## config.mk

```make
export PLATFORM = sky130hd
export DESIGN_NAME = iq_sweep_ctrl_flat
export DESIGN_NICKNAME = d
export VERILOG_FILES = /design/src/rtl/iq_sweep_ctrl_if.sv /design/src/rtl/iq_sweep_ctrl.sv /design/src/flat_wrapper.sv
export SDC_FILE = /design/constraint.sdc
export NUM_CORES = 1
export LEC_CHECK = 0
export ABC_CLOCK_PERIOD_IN_PS = 3700
export BUFFER_PORTS_ARGS = -buffer_cell sky130_fd_sc_hd__buf_2
export CAP_MARGIN = 10
export CORE_MARGIN = 2
export CORE_UTILIZATION = 55
export DETAILED_ROUTE_END_ITERATION = 12
export PLACE_DENSITY_LB_ADDON = 0.1
export SKIP_CTS_REPAIR_TIMING = 1
export SYNTH_ARGS = -nofsm -noshare
export SYNTH_HDL_FRONTEND = slang
export SYNTH_SLANG_ARGS = --single-unit
```

## constraint.sdc

```tcl
create_clock -name clk_in -period 3.7 [get_ports clk_in]
set_input_delay 0.185 -clock clk_in [delete_from_list [all_inputs] [get_ports clk_in]]
set_output_delay 0.185 -clock clk_in [all_outputs]
set_load 0.05 [all_outputs]
```

## src/rtl/iq_sweep_ctrl_if.sv

```systemverilog
// Result handshake between the sweep controller and its consumer:
// one accumulated I/Q pair per sweep point.
interface iq_sweep_ctrl_if #(
    parameter int unsigned OUTPUT_WIDTH = 12,
    parameter int unsigned CNT_WIDTH    = 16
);
    logic                                 res_valid;
    logic                                 res_ready;
    logic signed [OUTPUT_WIDTH+CNT_WIDTH-1:0] res_I;
    logic signed [OUTPUT_WIDTH+CNT_WIDTH-1:0] res_Q;
    logic [CNT_WIDTH-1:0]                 res_idx;

    modport master (output res_valid, res_I, res_Q, res_idx, input res_ready);
    modport slave  (input res_valid, res_I, res_Q, res_idx, output res_ready);
endinterface

```

## src/rtl/iq_sweep_ctrl.sv

```systemverilog
// Frequency-sweep sequencer: retunes the mixer per point, waits for settling,
// accumulates I/Q samples and hands each point's sums out over a valid/ready port.
module iq_sweep_ctrl #(
    parameter int unsigned PHASE_WIDTH  = 32,
    parameter int unsigned OUTPUT_WIDTH = 12,
    parameter int unsigned CNT_WIDTH    = 16
) (
    input  logic                           clk_in,
    input  logic                           RST_n,
    input  logic                           start,
    input  logic                           abort,
    input  logic [PHASE_WIDTH-1:0]         f_start,
    input  logic [PHASE_WIDTH-1:0]         f_step,
    input  logic [CNT_WIDTH-1:0]           n_points,
    input  logic [CNT_WIDTH-1:0]           settle_cyc,
    input  logic [CNT_WIDTH-1:0]           acq_len,
    output logic [PHASE_WIDTH-1:0]         Fre_word,
    input  logic                           iq_valid,
    input  logic signed [OUTPUT_WIDTH-1:0] I_in,
    input  logic signed [OUTPUT_WIDTH-1:0] Q_in,
    output logic                           busy,
    output logic                           done,
    iq_sweep_ctrl_if.master                res
);
    localparam int unsigned AccWidth = OUTPUT_WIDTH + CNT_WIDTH;

    typedef enum logic [2:0] {StIdle, StTune, StSettle, StAcq, StReport, StDone} state_e;

    state_e                     state_q;
    logic [PHASE_WIDTH-1:0]     f_start_q, f_step_q, fre_word_q;
    logic [CNT_WIDTH-1:0]       n_points_q, settle_q, acq_len_q;
    logic [CNT_WIDTH-1:0]       idx_q, settle_cnt_q, acq_cnt_q;
    logic signed [AccWidth-1:0] acc_i_q, acc_q_q;
    logic                       res_valid_q, busy_q, done_q;

    logic [CNT_WIDTH-1:0]       acq_target;
    logic                       settle_last, acq_last, point_last;
    logic signed [AccWidth-1:0] i_ext, q_ext;

    // acq_len of zero still takes one sample per point
    assign acq_target  = (acq_len_q == '0) ? CNT_WIDTH'(1) : acq_len_q;
    assign settle_last = (settle_q == '0) || (settle_cnt_q == settle_q - CNT_WIDTH'(1));
    assign acq_last    = (acq_cnt_q == acq_target - CNT_WIDTH'(1));
    assign point_last  = (idx_q == n_points_q - CNT_WIDTH'(1));
    assign i_ext       = {{CNT_WIDTH{I_in[OUTPUT_WIDTH-1]}}, I_in};
    assign q_ext       = {{CNT_WIDTH{Q_in[OUTPUT_WIDTH-1]}}, Q_in};

    always_ff @(posedge clk_in or negedge RST_n) begin
        if (!RST_n) begin
            state_q      <= StIdle;
            f_start_q    <= '0;
            f_step_q     <= '0;
            fre_word_q   <= '0;
            n_points_q   <= '0;
            settle_q     <= '0;
            acq_len_q    <= '0;
            idx_q        <= '0;
            settle_cnt_q <= '0;
            acq_cnt_q    <= '0;
            acc_i_q      <= '0;
            acc_q_q      <= '0;
            res_valid_q  <= 1'b0;
            busy_q       <= 1'b0;
            done_q       <= 1'b0;
        end else if (abort) begin
            // Tuning word and accumulators are left as they are
            state_q     <= StIdle;
            res_valid_q <= 1'b0;
            busy_q      <= 1'b0;
            done_q      <= 1'b0;
        end else begin
            case (state_q)
                StIdle: begin
                    if (start && (n_points != '0)) begin
                        f_start_q  <= f_start;
                        f_step_q   <= f_step;
                        n_points_q <= n_points;
                        settle_q   <= settle_cyc;
                        acq_len_q  <= acq_len;
                        idx_q      <= '0;
                        busy_q     <= 1'b1;
                        state_q    <= StTune;
                    end
                end
                StTune: begin
                    fre_word_q   <= (idx_q == '0) ? f_start_q : fre_word_q + f_step_q;
                    acc_i_q      <= '0;
                    acc_q_q      <= '0;
                    acq_cnt_q    <= '0;
                    settle_cnt_q <= '0;
                    state_q      <= StSettle;
                end
                StSettle: begin
                    if (settle_last) begin
                        state_q <= StAcq;
                    end else begin
                        settle_cnt_q <= settle_cnt_q + CNT_WIDTH'(1);
                    end
                end
                StAcq: begin
                    if (iq_valid) begin
                        acc_i_q   <= acc_i_q + i_ext;
                        acc_q_q   <= acc_q_q + q_ext;
                        acq_cnt_q <= acq_cnt_q + CNT_WIDTH'(1);
                        if (acq_last) begin
                            res_valid_q <= 1'b1;
                            state_q     <= StReport;
                        end
                    end
                end
                StReport: begin
                    if (res.res_ready) begin
                        res_valid_q <= 1'b0;
                        if (point_last) begin
                            done_q  <= 1'b1;
                            state_q <= StDone;
                        end else begin
                            idx_q   <= idx_q + CNT_WIDTH'(1);
                            state_q <= StTune;
                        end
                    end
                end
                StDone: begin
                    done_q  <= 1'b0;
                    busy_q  <= 1'b0;
                    state_q <= StIdle;
                end
                default: begin
                    state_q <= StIdle;
                end
            endcase
        end
    end

    assign Fre_word      = fre_word_q;
    assign busy          = busy_q;
    assign done          = done_q;
    assign res.res_valid = res_valid_q;
    assign res.res_I     = acc_i_q;
    assign res.res_Q     = acc_q_q;
    assign res.res_idx   = idx_q;
endmodule

```

## src/flat_wrapper.sv

```systemverilog
// flat-port wrapper written by rule: the top's interface ports become plain ports
module iq_sweep_ctrl_flat 
#(
    parameter int unsigned PHASE_WIDTH  = 32,
    parameter int unsigned OUTPUT_WIDTH = 12,
    parameter int unsigned CNT_WIDTH    = 16
)
  (clk_in, RST_n, start, abort, f_start, f_step, n_points, settle_cyc, acq_len, Fre_word, iq_valid, I_in, Q_in, busy, done, res_res_valid, res_res_I, res_res_Q, res_res_idx, res_res_ready);
  iq_sweep_ctrl_if #(.OUTPUT_WIDTH(OUTPUT_WIDTH), .CNT_WIDTH(CNT_WIDTH)) res_i ();
  input  logic clk_in;
  input  logic RST_n;
  input  logic start;
  input  logic abort;
  input  logic [PHASE_WIDTH-1:0] f_start;
  input  logic [PHASE_WIDTH-1:0] f_step;
  input  logic [CNT_WIDTH-1:0] n_points;
  input  logic [CNT_WIDTH-1:0] settle_cyc;
  input  logic [CNT_WIDTH-1:0] acq_len;
  output logic [PHASE_WIDTH-1:0] Fre_word;
  input  logic iq_valid;
  input  logic signed [OUTPUT_WIDTH-1:0] I_in;
  input  logic signed [OUTPUT_WIDTH-1:0] Q_in;
  output logic busy;
  output logic done;
  output wire logic [$bits(res_i.res_valid)-1:0] res_res_valid;
  output wire logic [$bits(res_i.res_I)-1:0] res_res_I;
  output wire logic [$bits(res_i.res_Q)-1:0] res_res_Q;
  output wire logic [$bits(res_i.res_idx)-1:0] res_res_idx;
  input wire logic [$bits(res_i.res_ready)-1:0] res_res_ready;
  assign res_res_valid = res_i.res_valid;
  assign res_res_I = res_i.res_I;
  assign res_res_Q = res_i.res_Q;
  assign res_res_idx = res_i.res_idx;
  assign res_i.res_ready = res_res_ready;
  iq_sweep_ctrl #(.PHASE_WIDTH(PHASE_WIDTH), .OUTPUT_WIDTH(OUTPUT_WIDTH), .CNT_WIDTH(CNT_WIDTH)) u_core (.clk_in(clk_in), .RST_n(RST_n), .start(start), .abort(abort), .f_start(f_start), .f_step(f_step), .n_points(n_points), .settle_cyc(settle_cyc), .acq_len(acq_len), .Fre_word(Fre_word), .iq_valid(iq_valid), .I_in(I_in), .Q_in(Q_in), .busy(busy), .done(done), .res(res_i));
endmodule
```

==> results of run 1 <==
-- flip-flops by register name, summed over array words and instances, names as in the netlist --
| register | cells |
|---|---|
| u_core.Fre_word | 32 |
| u_core.f_start_q | 32 |
| u_core.f_step_q | 32 |
| u_core.res.res_I | 28 |
| u_core.res.res_Q | 28 |
| u_core.acq_cnt_q | 16 |
| u_core.acq_len_q | 16 |
| u_core.n_points_q | 16 |
| u_core.res.res_idx | 16 |
| u_core.settle_cnt_q | 16 |
| u_core.settle_q | 16 |
| u_core.state_q | 3 |
| u_core.busy | 1 |
| u_core.done | 1 |
| u_core.res.res_valid | 1 |
-- metrics by stage --
step,instances,hold WS (ns),TNS [ns],util
global route,2655,0.001602,-0.4693,0.6952
finish,2655,-0.01864,0,0.6952
detailed placement,2486,0.2386,0,0.6159
floorplan,1906,-0.1106,0,-
CTS,2541,-0.3527,0,0.6536
global placement,2486,0.2330,0,0.6159
-- kinds of logic after synthesis --
| kind of cell | synth area share |
|---|---|
| adders and majority gates | 0.07575 |
| AOI/OAI and AO/OA | 0.1731 |
| and+or+nand+nor | 0.2367 |
| DFF | 0.3975 |
| muxes | 0.005869 |
| buffers and inverters | 0.02778 |
| xor gates and xnor gates | 0.08326 |
-- power breakdown --
part | total [mW] | switching (mW) | internal [mW]
combinational | 8.44 | 5.28 | 3.17
sequential | 4.88 | 1.06 | 3.82
clock | 3.22 | 1.20 | 2.02
total | 16.5 | 7.53 | 9.00
-- final cells by class --
class / instances / area (µm²) / area share
multi-input cells: 1534 / 9269 / 0.4645
flip-flops and latches: 254 / 6357 / 0.3186
repair buffers: 389 / 2620 / 0.1313
clock buffers: 39 / 845.8 / 0.04239
well taps: 384 / 480.5 / 0.02408
clock inverters: 16 / 236.5 / 0.01185
inverters: 39 / 146.4 / 0.007336
-- how the worst min path moves through the flow --
stage,startpoint,to,depth (start not counted)
floorplan,RST_n,u_core.Fre_word[0]$_DFFE_PN0P_,0
global placement,RST_n,u_core.settle_q[6]$_DFFE_PN0P_,1
detailed placement,RST_n,u_core.settle_q[6]$_DFFE_PN0P_,1
CTS,RST_n,u_core.settle_q[6]$_DFFE_PN0P_,1
global route,res_res_ready,u_core.done$_DFFE_PN0P_,3
finish,I_in[0],u_core.res.res_I[0]$_DFFE_PN0P_,4
-- synth_stat cells, drive strengths merged (6+ instances only) --
| master | count |
|---|---|
| or3 | 27 |
| nand2b | 19 |
| a221oi | 7 |
| nor2b | 13 |
| a22o | 7 |
| o21a | 16 |
| clkbuf | 74 |
| o21ai | 136 |
| nand3 | 44 |
| ha | 92 |
| xnor2 | 79 |
| nor2 | 123 |
| nand2 | 458 |
| a211oi | 12 |
| o21bai | 12 |
| and2 | 11 |
| inv | 39 |
| nor4 | 24 |
| nor4b | 6 |
| a21oi | 115 |
| dfrtp | 254 |
| xor2 | 73 |
| o31ai | 19 |
| or4 | 7 |
| and3 | 22 |
| a31oi | 10 |
| nor3 | 49 |
| nand4 | 17 |
| a21o | 47 |
| mux2i | 6 |
| nor3b | 7 |
-- metal layers --
metal  part of all wire  global-route usage
met1               0.44              0.3684
met4              0.019             0.07083
met5                  0                   0
met2               0.48              0.4370
met3              0.059             0.04834
-- worst register-to-register path, delay by kind of cell, from the launching register on --
| kind | cells | cell delay (ns) |
|---|---|---|
| simple gates | 7 | 2.31 |
| compound gates | 3 | 0.43 |
| flops | 1 | 0.41 |
| fa+ha+maj | 1 | 0.21 |
| buf+inv | 1 | 0.08 |
==> summary.md, run 1 <==
| Metric | Value |
|---|---|
| Largest net degree at the start of global routing | `135` |
| # nets final | `2,485` |
| Worst setup SP type | `flip-flop` |
| Post-synthesis sequential area ratio | `0.3975` |
| DPL Wire Length | `29,470 µm` |
| Status | `finished with violations` |
| CTS H-tree depth | `1` |
| VDD IR-drop max | `526.5 µV` |
| Finished Cell Area | `19,960 µm²` |
| Final Hold Fails | `1` |
| DR iter-0 viols | `985` |
| I/O Pins | `249` |
| Die area | `30,450 µm²` |
| Core Rows | `62` |
| WL final | `43,430 µm` |
| Inserted Diodes | `0` |
| RSZ-0062 raised after global routing | `true` |
| Fill count | `2,274` |
| Clock root buffer | `clkbuf_16` |
| Placed Area | `17,680 µm²` |
| Clk sinks | `254` |
| Actual slew at the worst max-slew pin | `1.112 ns` |
| Pleak | `9.915 nW` |
| CP required | `4.18 ns` |
| Initial Utilization | `0.5571` |
| Worst-path clk slew | `0.06 ns` |
| Die height | `174.5 µm` |
| Yosys Warn Count | `0` |
| Die W | `174.5 µm` |
| CTS tree | `yes` |
| Post-synth cell types | `72` |
| Reg-to-reg startpoint | `u_core.n_points_q[0]$_DFFE_PN0P_` |
| Reg2reg path depth | `12` |
| Register-to-register setup slack | `0.17 ns` |
| Global-route wire length before repair | `68,250 µm` |
| CP arrival | `4.01 ns` |
| Via/cell ratio | `5.686` |
| Most frequent cells in the layout | `nand2_1, dfrtp_1, buf_2, o21ai_0, nor2_1` |
| Total GRT Usage | `0.2675` |
| Final Critical Period | `3.532 ns` |
| Max_slew headroom | `0.2589` |
| Worst hold path type | `in2reg` |
| Antenna viol nets, final | `0` |
| Worst Path Max Fanout | `10` |
| Number of synthesized register bits | `254` |
| Max Cap Violations | `0` |
| Crit. End Element | `flip-flop` |
| Post-Syn Area per Cell | `8.389 µm²` |
| Synth async-reset ratio | `1.000` |
| CP top delay family | `simple AND/OR/NAND/NOR gates` |
| Crit Path Class | `reg2reg` |
| Hold slack | `-0.01864 ns` |
| CORE AREA | `28,700 µm²` |
| WP depth | `12` |
| Synthesized instance count | `1,906` |
| Synth area leaders | `dfrtp_1, nand2_1, ha_1, xnor2_1, o21ai_0` |
| Critical-path top delay cell | `or4b_2` |
| First drt pass iteration count | `5` |
| Worst slack at placement | `0.2131 ns` |
| CP Launch Point | `u_core.n_points_q[0]$_DFFE_PN0P_` |
| Initial antenna violation count | `0` |
| Final RePlAce weighted congestion | `0.8753` |
| Buf+Inv Stages, Crit Path | `1` |
| R2r endpoint | `u_core.res.res_idx[15]$_DFFE_PN0P_` |
| Layout area overhead | `24.81%` |
| Final Max Slew Viols | `0` |
| Leading area contributor after synthesis | `dfrtp_1` |
| PD cells | `828.8 nW/µm²` |
| CP max stage delay | `0.73 ns` |
| Mapped cell area | `15,990 µm²` |
| Input/output buffers | `248` |
| Max Freq | `283.1 MHz` |
| Total power | `16.54 mW` |
| Final Cycle Share | `0.9547` |
| End of the critical path | `u_core.res.res_idx[15]$_DFFE_PN0P_` |
| Syn Nets | `2,143` |
| Setup ws final | `0.1677 ns` |
| Detailed-route wire length per cell | `16.36 µm` |
| Commonest non-fill, non-tap cell in the layout | `nand2_1` |
| Remaining global-route overflow | `0` |
| Max Root-Sink Buffers | `3` |
| Most frequent CP cell | `a21oi_1` |
| Residual DRC | `0` |
| Final Setup Violations | `0` |
| Synth top area share | `0.3975` |
| Clk_lat worst skew | `0.56 ns` |
| Ys flop type | `dfrtp_1` |
| Vias | `15.10k` |
| Critical path cell sequence | `inv_1 -> ha_1 -> or4b_2 -> o22ai_1 -> or3b_2 -> a21oi_1 -> nor4_1 -> nor4b_2 -> nor2_2 -> nand3_1 -> or3_1 -> a21oi_1` |
| Post-synth EDFFs | `0` |
| Clock Skew | `0.007985 ns` |
| Layout cells sized above 1 | `0.1612` |
| Failing checks | `negative hold slack` |
| Num CTS Buffers | `30` |
| Vias in the first global route | `13.88k` |
Power figures use the tool's default switching activity.
==> run 2: changes to the inputs <==
- BUFFER_PORTS_ARGS: -buffer_cell sky130_fd_sc_hd__buf_2 -> default
- DONT_BUFFER_PORTS: default -> 1
- PLACE_DENSITY: default -> 0.75
- PLACE_DENSITY_LB_ADDON: 0.1 -> default
==> summary.md, run 2 (synthesis gave the netlist of run 1 again) <==
| Metric | Value |
|---|---|
| CP required | `4.16 ns (-0.02 ns)` |
| Part of the power in the clock network | `0.185 (-0.009)` |
| Final Max Slew Viols | `0 (unchanged)` |
| Vias | `14.52k (-3.8%)` |
| Initial Utilization | `0.5571 (unchanged)` |
| Clk_lat worst skew | `0.55 ns (about the same)` |
| Hold slack | `-0.6572 ns (-0.6385 ns)` |
| Total GRT Usage | `0.2657 (-0.001808)` |
| Max Cap Violations | `0 (unchanged)` |
| Die W | `174.5 µm (unchanged)` |
| Max Freq | `282.1 MHz (-0.35%)` |
| Vias in the first global route | `13.52k (-2.6%)` |
| Setup ws final | `0.1551 ns (-0.01256 ns)` |
| Core Rows | `62 (unchanged)` |
| Layout area overhead | `18.24%` |
| VDD IR-drop max | `569.4 µV (+8.1%)` |
| FF/Latch Area | `6356 µm² (about the same)` |
| Largest net degree at the start of global routing | `255 (+89%)` |
| DPL Wire Length | `28,720 µm (-2.5%)` |
| Finished Cell Area | `18,910 µm² (-5.3%)` |
| Switching share of power | `0.4631 (+0.007548)` |
| # nets final | `2,277 (-8.4%)` |
| Failing checks | `negative hold slack` |
| Placed Area | `16,680 µm² (-5.7%)` |
| Final Setup Violations | `0 (unchanged)` |
| Global-route wire length before repair | `67,350 µm (-1.3%)` |
| Commonest non-fill, non-tap cell in the layout | `nand2_1` |
| CTS tree | `yes` |
| Final Hold Fails | `257 (+256)` |
| WL final | `43,740 µm (+0.72%)` |
| Fill count | `2,306 (+1.4%)` |
| I/O Pins | `249 (unchanged)` |
| Clk sinks | `254 (unchanged)` |
| Footprint of the multi-input gates | `9266 µm² (about the same)` |
| Worst setup SP type | `flip-flop` |
| Worst hold path type | `in2async` |
| Crit Path Class | `reg2reg` |
| RSZ-0062 raised after global routing | `false` |
| Detailed-route wire length per cell | `17.91 µm (+9.5%)` |
| Die area | `30,450 µm² (unchanged)` |
| Max_slew headroom | `0.2213 (-0.03762)` |
| Antenna viol nets, final | `0 (unchanged)` |
| CP arrival | `4.00 ns (about the same)` |
| Max Root-Sink Buffers | `3 (unchanged)` |
| Clock root buffer | `clkbuf_16` |
| Sw Pwr | `7.516 mW (-0.25%)` |
| Remaining global-route overflow | `0 (unchanged)` |
| Num CTS Buffers | `29 (-3.3%)` |
| Final Critical Period | `3.545 ns (+0.01256 ns)` |
| PD cells | `858.5 nW/µm² (+3.6%)` |
| Final Cycle Share | `0.9581 (+0.003395)` |
| Crit. End Element | `flip-flop` |
| Via/cell ratio | `5.944 (+4.5%)` |
| Total Neg Setup Slack | `0 ns (unchanged)` |
| DR iter-0 viols | `1,070 (+8.6%)` |
| Worst slack at placement | `0.08223 ns (-0.1309 ns)` |
| First drt pass iteration count | `5 (unchanged)` |
| Most frequent cells in the layout | `nand2_1, dfrtp_1, o21ai_0, nor2_1, dlygate4sd3_1` |
| Input/output buffers | `0 (-100%)` |
| Internal Pwr Total | `8.714 mW (-3.2%)` |
| CTS H-tree depth | `1 (unchanged)` |
| CORE AREA | `28,700 µm² (unchanged)` |
| Inserted Diodes | `0 (unchanged)` |
| Status | `finished with violations` |
| Register-to-register setup slack | `0.16 ns (about the same)` |
| Residual DRC | `0 (unchanged)` |
| Die height | `174.5 µm (unchanged)` |
| Worst Path Max Fanout | `10 (unchanged)` |
| Initial antenna violation count | `0 (unchanged)` |
| Power share of the combinational group | `0.465 (-0.046)` |
| Actual slew at the worst max-slew pin | `1.168 ns (+0.05644 ns)` |
| Seq pwr share | `0.350 (+0.055)` |
| Clock Skew | `0.01024 ns (+0.002257 ns)` |
| Layout cells sized above 1 | `0.07094 (-0.09022)` |
| Final RePlAce weighted congestion | `0.9335 (+6.6%)` |
| Pleak | `8.966 nW (-9.6%)` |
| Worst-path clk slew | `0.06 ns (about the same)` |
==> run 2: cell count changes in the layout (fill, tap and decap cells not counted), sizes merged <==
cell / before / now
buf: 275 / 63
clkbuf: 39 / 42
bufinv: 6 / 4
clkinvlp: 1 / 0
clkinv: 9 / 3
dlygate4sd3: 114 / 119
==> run 2: critical path: stages (launching register included) <==
cell and delay, ns:
dfrtp_1 0.42, or4_1 0.67, or3_4 0.40, or3_1 0.31, a21o_1 0.21, a31oi_4 0.18
o31ai_4 0.14, and2_4 0.24, or3_4 0.42, nor3_1 0.25, mux2i_1 0.22
==> run 2: area by class of cell <==
type	count	share of cell area
multi-input cells	1534	0.4901
clock buffers	42	0.04467
repair buffers	182	0.08868
flip-flops and latches	254	0.3362
clock inverters	7	0.007148
inverters	39	0.007743
well taps	384	0.02541
==> run 2: through the flow <==
step                      power (mW)    util  cells
final                          16.23  0.6587   2442
after global routing           17.34  0.6587   2442
after CTS                      15.97  0.6151   2322
after detailed placement       12.89  0.5810   2273
after global placement         12.63  0.5810   2273
after floorplan                11.10       -   1906
==> run 2: power groups by stage <==
stage                     sequential (mW)  clock, mW  combinational [mW]
after floorplan                      5.92          0                5.18
after global placement               5.63          0                7.00
after detailed placement             5.68          0                7.21
after CTS                            5.64       3.04                7.29
after global routing                 5.82       3.16                8.36
final                                5.68       3.01                7.55
==> run 2: per-layer routing <==
metal	vias up	GRT usage	routed length [µm]
li1	6935	-	-
met1	6944	0.3496	18580
met2	528	0.4370	20620
met3	109	0.06474	3333
met4	0	0.07778	1216
met5	-	0	0
==> run 2: final timing paths <==
check                                                  from                             endpoint  depth (start not counted)
min in group clk_in                                Q_in[11]     u_core.res.res_Q[27]$_DFFE_PN0P_                          3
max in group asynchronous                             RST_n     u_core.res.res_I[14]$_DFFE_PN0P_                          0
min                                                   RST_n    u_core.n_points_q[15]$_DFFE_PN0P_                          0
max reg2reg                  u_core.settle_q[0]$_DFFE_PN0P_  u_core.settle_cnt_q[15]$_DFFE_PN0P_                         10
max                          u_core.settle_q[0]$_DFFE_PN0P_  u_core.settle_cnt_q[15]$_DFFE_PN0P_                         10
min reg2reg                u_core.f_start_q[20]$_DFFE_PN0P_     u_core.f_start_q[20]$_DFFE_PN0P_                          2
==> run 3: changes to the inputs <==
- CELL_PAD_IN_SITES_DETAIL_PLACEMENT: default -> 0
- CELL_PAD_IN_SITES_GLOBAL_PLACEMENT: default -> 1
- CORE_UTILIZATION: 55 -> 48
- PLACE_DENSITY: 0.75 -> 0.85
- REMOVE_ABC_BUFFERS: default -> 1
==> summary.md, run 3 (synthesis gave the netlist of run 1 again) <==
| Metric | Value |
|---|---|
| Total GRT Usage | `0.2350 (-0.03077)` |
| Layout area overhead | `19.28%` |
| WL final | `42,960 µm (-1.8%)` |
| Input/output buffers | `0 (unchanged)` |
| Final Setup Violations | `0 (unchanged)` |
| Final Cycle Share | `0.9365 (-0.02158)` |
| Largest net degree at the start of global routing | `255 (unchanged)` |
| Die height | `186.5 µm (+6.9%)` |
| Switching share of power | `0.4587 (-0.004461)` |
| CORE AREA | `32,700 µm² (+14%)` |
| Final cell count without fillers | `2,508 (+2.7%)` |
| Pleak | `9.006 nW (+0.45%)` |
| DPL Wire Length | `29,280 µm (+1.9%)` |
| Worst Path Max Fanout | `3 (-7)` |
| Residual DRC | `0 (unchanged)` |
| Placed Instances | `2,332 (+2.6%)` |
| CP Launch Point | `u_core.res.res_Q[0]$_DFFE_PN0P_` |
| Finished Cell Area | `19,070 µm² (+0.88%)` |
| First drt pass iteration count | `5 (unchanged)` |
| Max_slew headroom | `0.3644 (+0.1431)` |
| Power share of the combinational group | `0.455 (-0.010)` |
| Setup ws final | `0.2350 ns (+0.07985 ns)` |
| Final RePlAce weighted congestion | `0.9067 (-2.9%)` |
| PD cells | `847.6 nW/µm² (-1.3%)` |
| Internal Pwr Total | `8.751 mW (+0.43%)` |
| Fill count | `3,006 (+30%)` |
| Final Hold Fails | `254 (-1.2%)` |
| Commonest non-fill, non-tap cell in the layout | `nand2_1` |
| Die W | `186.5 µm (+6.9%)` |
| Placed Area | `16,770 µm² (+0.56%)` |
| Layout cells sized above 1 | `0.07316 (+0.002216)` |
| Core Rows | `66 (+6.5%)` |
| Worst slack at placement | `0.08986 ns (+0.007628 ns)` |
| Status | `finished with violations` |
| Antenna viol nets, final | `0 (unchanged)` |
| I/O Pins | `249 (unchanged)` |
| Failing checks | `negative hold slack` |
| Actual slew at the worst max-slew pin | `0.9534 ns (-0.2147 ns)` |
| Max Cap Violations | `0 (unchanged)` |
| Detailed-route wire length per cell | `17.13 µm (-4.4%)` |
| Total power | `16.17 mW (-0.39%)` |
| Initial antenna violation count | `2 (+2)` |
| Worst setup SP type | `flip-flop` |
| Die area | `34,790 µm² (+14%)` |
| CP required | `4.12 ns (-0.04 ns)` |
| Sw Pwr | `7.414 mW (-1.4%)` |
| CP arrival | `3.88 ns (-0.12 ns)` |
| Num CTS Buffers | `30 (+3.4%)` |
| Core Util, Final | `0.5832 (-0.07546)` |
| Seq pwr share | `0.353 (+0.003)` |
| Crit. End Element | `flip-flop` |
| CTS tree | `yes` |
| VDD IR-drop max | `506.3 µV (-11%)` |
| DR iter-0 viols | `719 (-33%)` |
| Vias in the first global route | `13.29k (-1.7%)` |
| Most frequent cells in the layout | `nand2_1, dfrtp_1, o21ai_0, nor2_1, dlygate4sd3_1` |
| Register-to-register setup slack | `0.23 ns (+0.08 ns)` |
| Max Freq | `288.6 MHz (+2.3%)` |
| End of the critical path | `u_core.res.res_Q[24]$_DFFE_PN0P_` |
| Vias | `14.10k (-2.9%)` |
| Remaining global-route overflow | `0 (unchanged)` |
| Crit Path Class | `reg2reg` |
| Final Critical Period | `3.465 ns (-0.07985 ns)` |
| Global-route wire length before repair | `68,370 µm (+1.5%)` |
| R2r endpoint | `u_core.res.res_Q[24]$_DFFE_PN0P_` |
| Clock Skew | `0.02411 ns (+0.01386 ns)` |
| Clk_lat worst skew | `0.57 ns (+0.02 ns)` |
| Max Root-Sink Buffers | `3 (unchanged)` |
| # nets final | `2,280 (+0.13%)` |
| Final Max Slew Viols | `0 (unchanged)` |
| Clk sinks | `254 (unchanged)` |
| Worst hold path type | `in2async` |
| Part of the power in the clock network | `0.192 (+0.007)` |
| CTS H-tree depth | `1 (unchanged)` |
| Clock root buffer | `clkbuf_16` |
| Initial Utilization | `0.4889 (-0.06812)` |
| Worst-path clk slew | `0.06 ns (about the same)` |
| Via/cell ratio | `5.622 (-5.4%)` |
| Reg2reg path depth | `13 (+3)` |
| Reg-to-reg startpoint | `u_core.res.res_Q[0]$_DFFE_PN0P_` |
| Total Neg Setup Slack | `0 ns (unchanged)` |
| Hold slack | `-0.6874 ns (-0.03019 ns)` |
==> run 3: power by group through the flow <==
stage | Sequential, mW | Combinational, mW | Clock [mW]
after floorplan | 6.00 | 5.03 | 0
after global placement | 5.69 | 7.00 | 0
after detailed placement | 5.73 | 7.13 | 0
after CTS | 5.69 | 7.19 | 3.18
after global routing | 5.88 | 8.21 | 3.29
final | 5.71 | 7.35 | 3.11
==> run 3: worst max-delay path, cell delays in order, from the launching register on <==
cell	delay, ns
dfrtp_1	0.38
ha_1	0.24
fa_1	0.43
a21o_1	0.18
a21oi_1	0.28
nor4b_1	0.12
o221ai_1	0.32
o31ai_1	0.15
and2_1	0.20
o41a_1	0.33
a41oi_1	0.27
nor2b_1	0.19
xor2_1	0.15
o21ai_0	0.08
==> run 3: area by class of cell <==
cell class / instances / area, µm² / area share
diodes: 2 / 5.005 / 0.0002624
clock buffers: 42 / 865.8 / 0.04540
clock inverters: 11 / 172.7 / 0.009053
inverters: 39 / 146.4 / 0.007676
multi-input cells: 1534 / 9264 / 0.4857
flip-flops and latches: 254 / 6356 / 0.3333
well taps: 442 / 553.0 / 0.02900
repair buffers: 184 / 1709 / 0.08962
==> run 3: how the worst min path moves through the flow <==
stage,start,endpoint,slack [ns],depth (start not counted)
6_report,RST_n,u_core.n_points_q[10]$_DFFE_PN0P_,-0.69,0
3_5_place_dp,RST_n,u_core.n_points_q[10]$_DFFE_PN0P_,-0.1,0
5_1_grt,RST_n,u_core.n_points_q[15]$_DFFE_PN0P_,-0.71,0
2_1_floorplan,RST_n,u_core.Fre_word[0]$_DFFE_PN0P_,-0.11,0
3_3_place_gp,RST_n,u_core.n_points_q[10]$_DFFE_PN0P_,-0.1,0
4_1_cts,RST_n,u_core.n_points_q[10]$_DFFE_PN0P_,-0.70,0
==> run 3: metal layers <==
metal  GRT usage  routed length (µm)  vias up
li1            -                   -     6939
met1      0.3081               18950     6737
met2      0.3939               20520      359
met3     0.05454                2623       65
met4     0.05739                 863        0
met5           0                   0        -
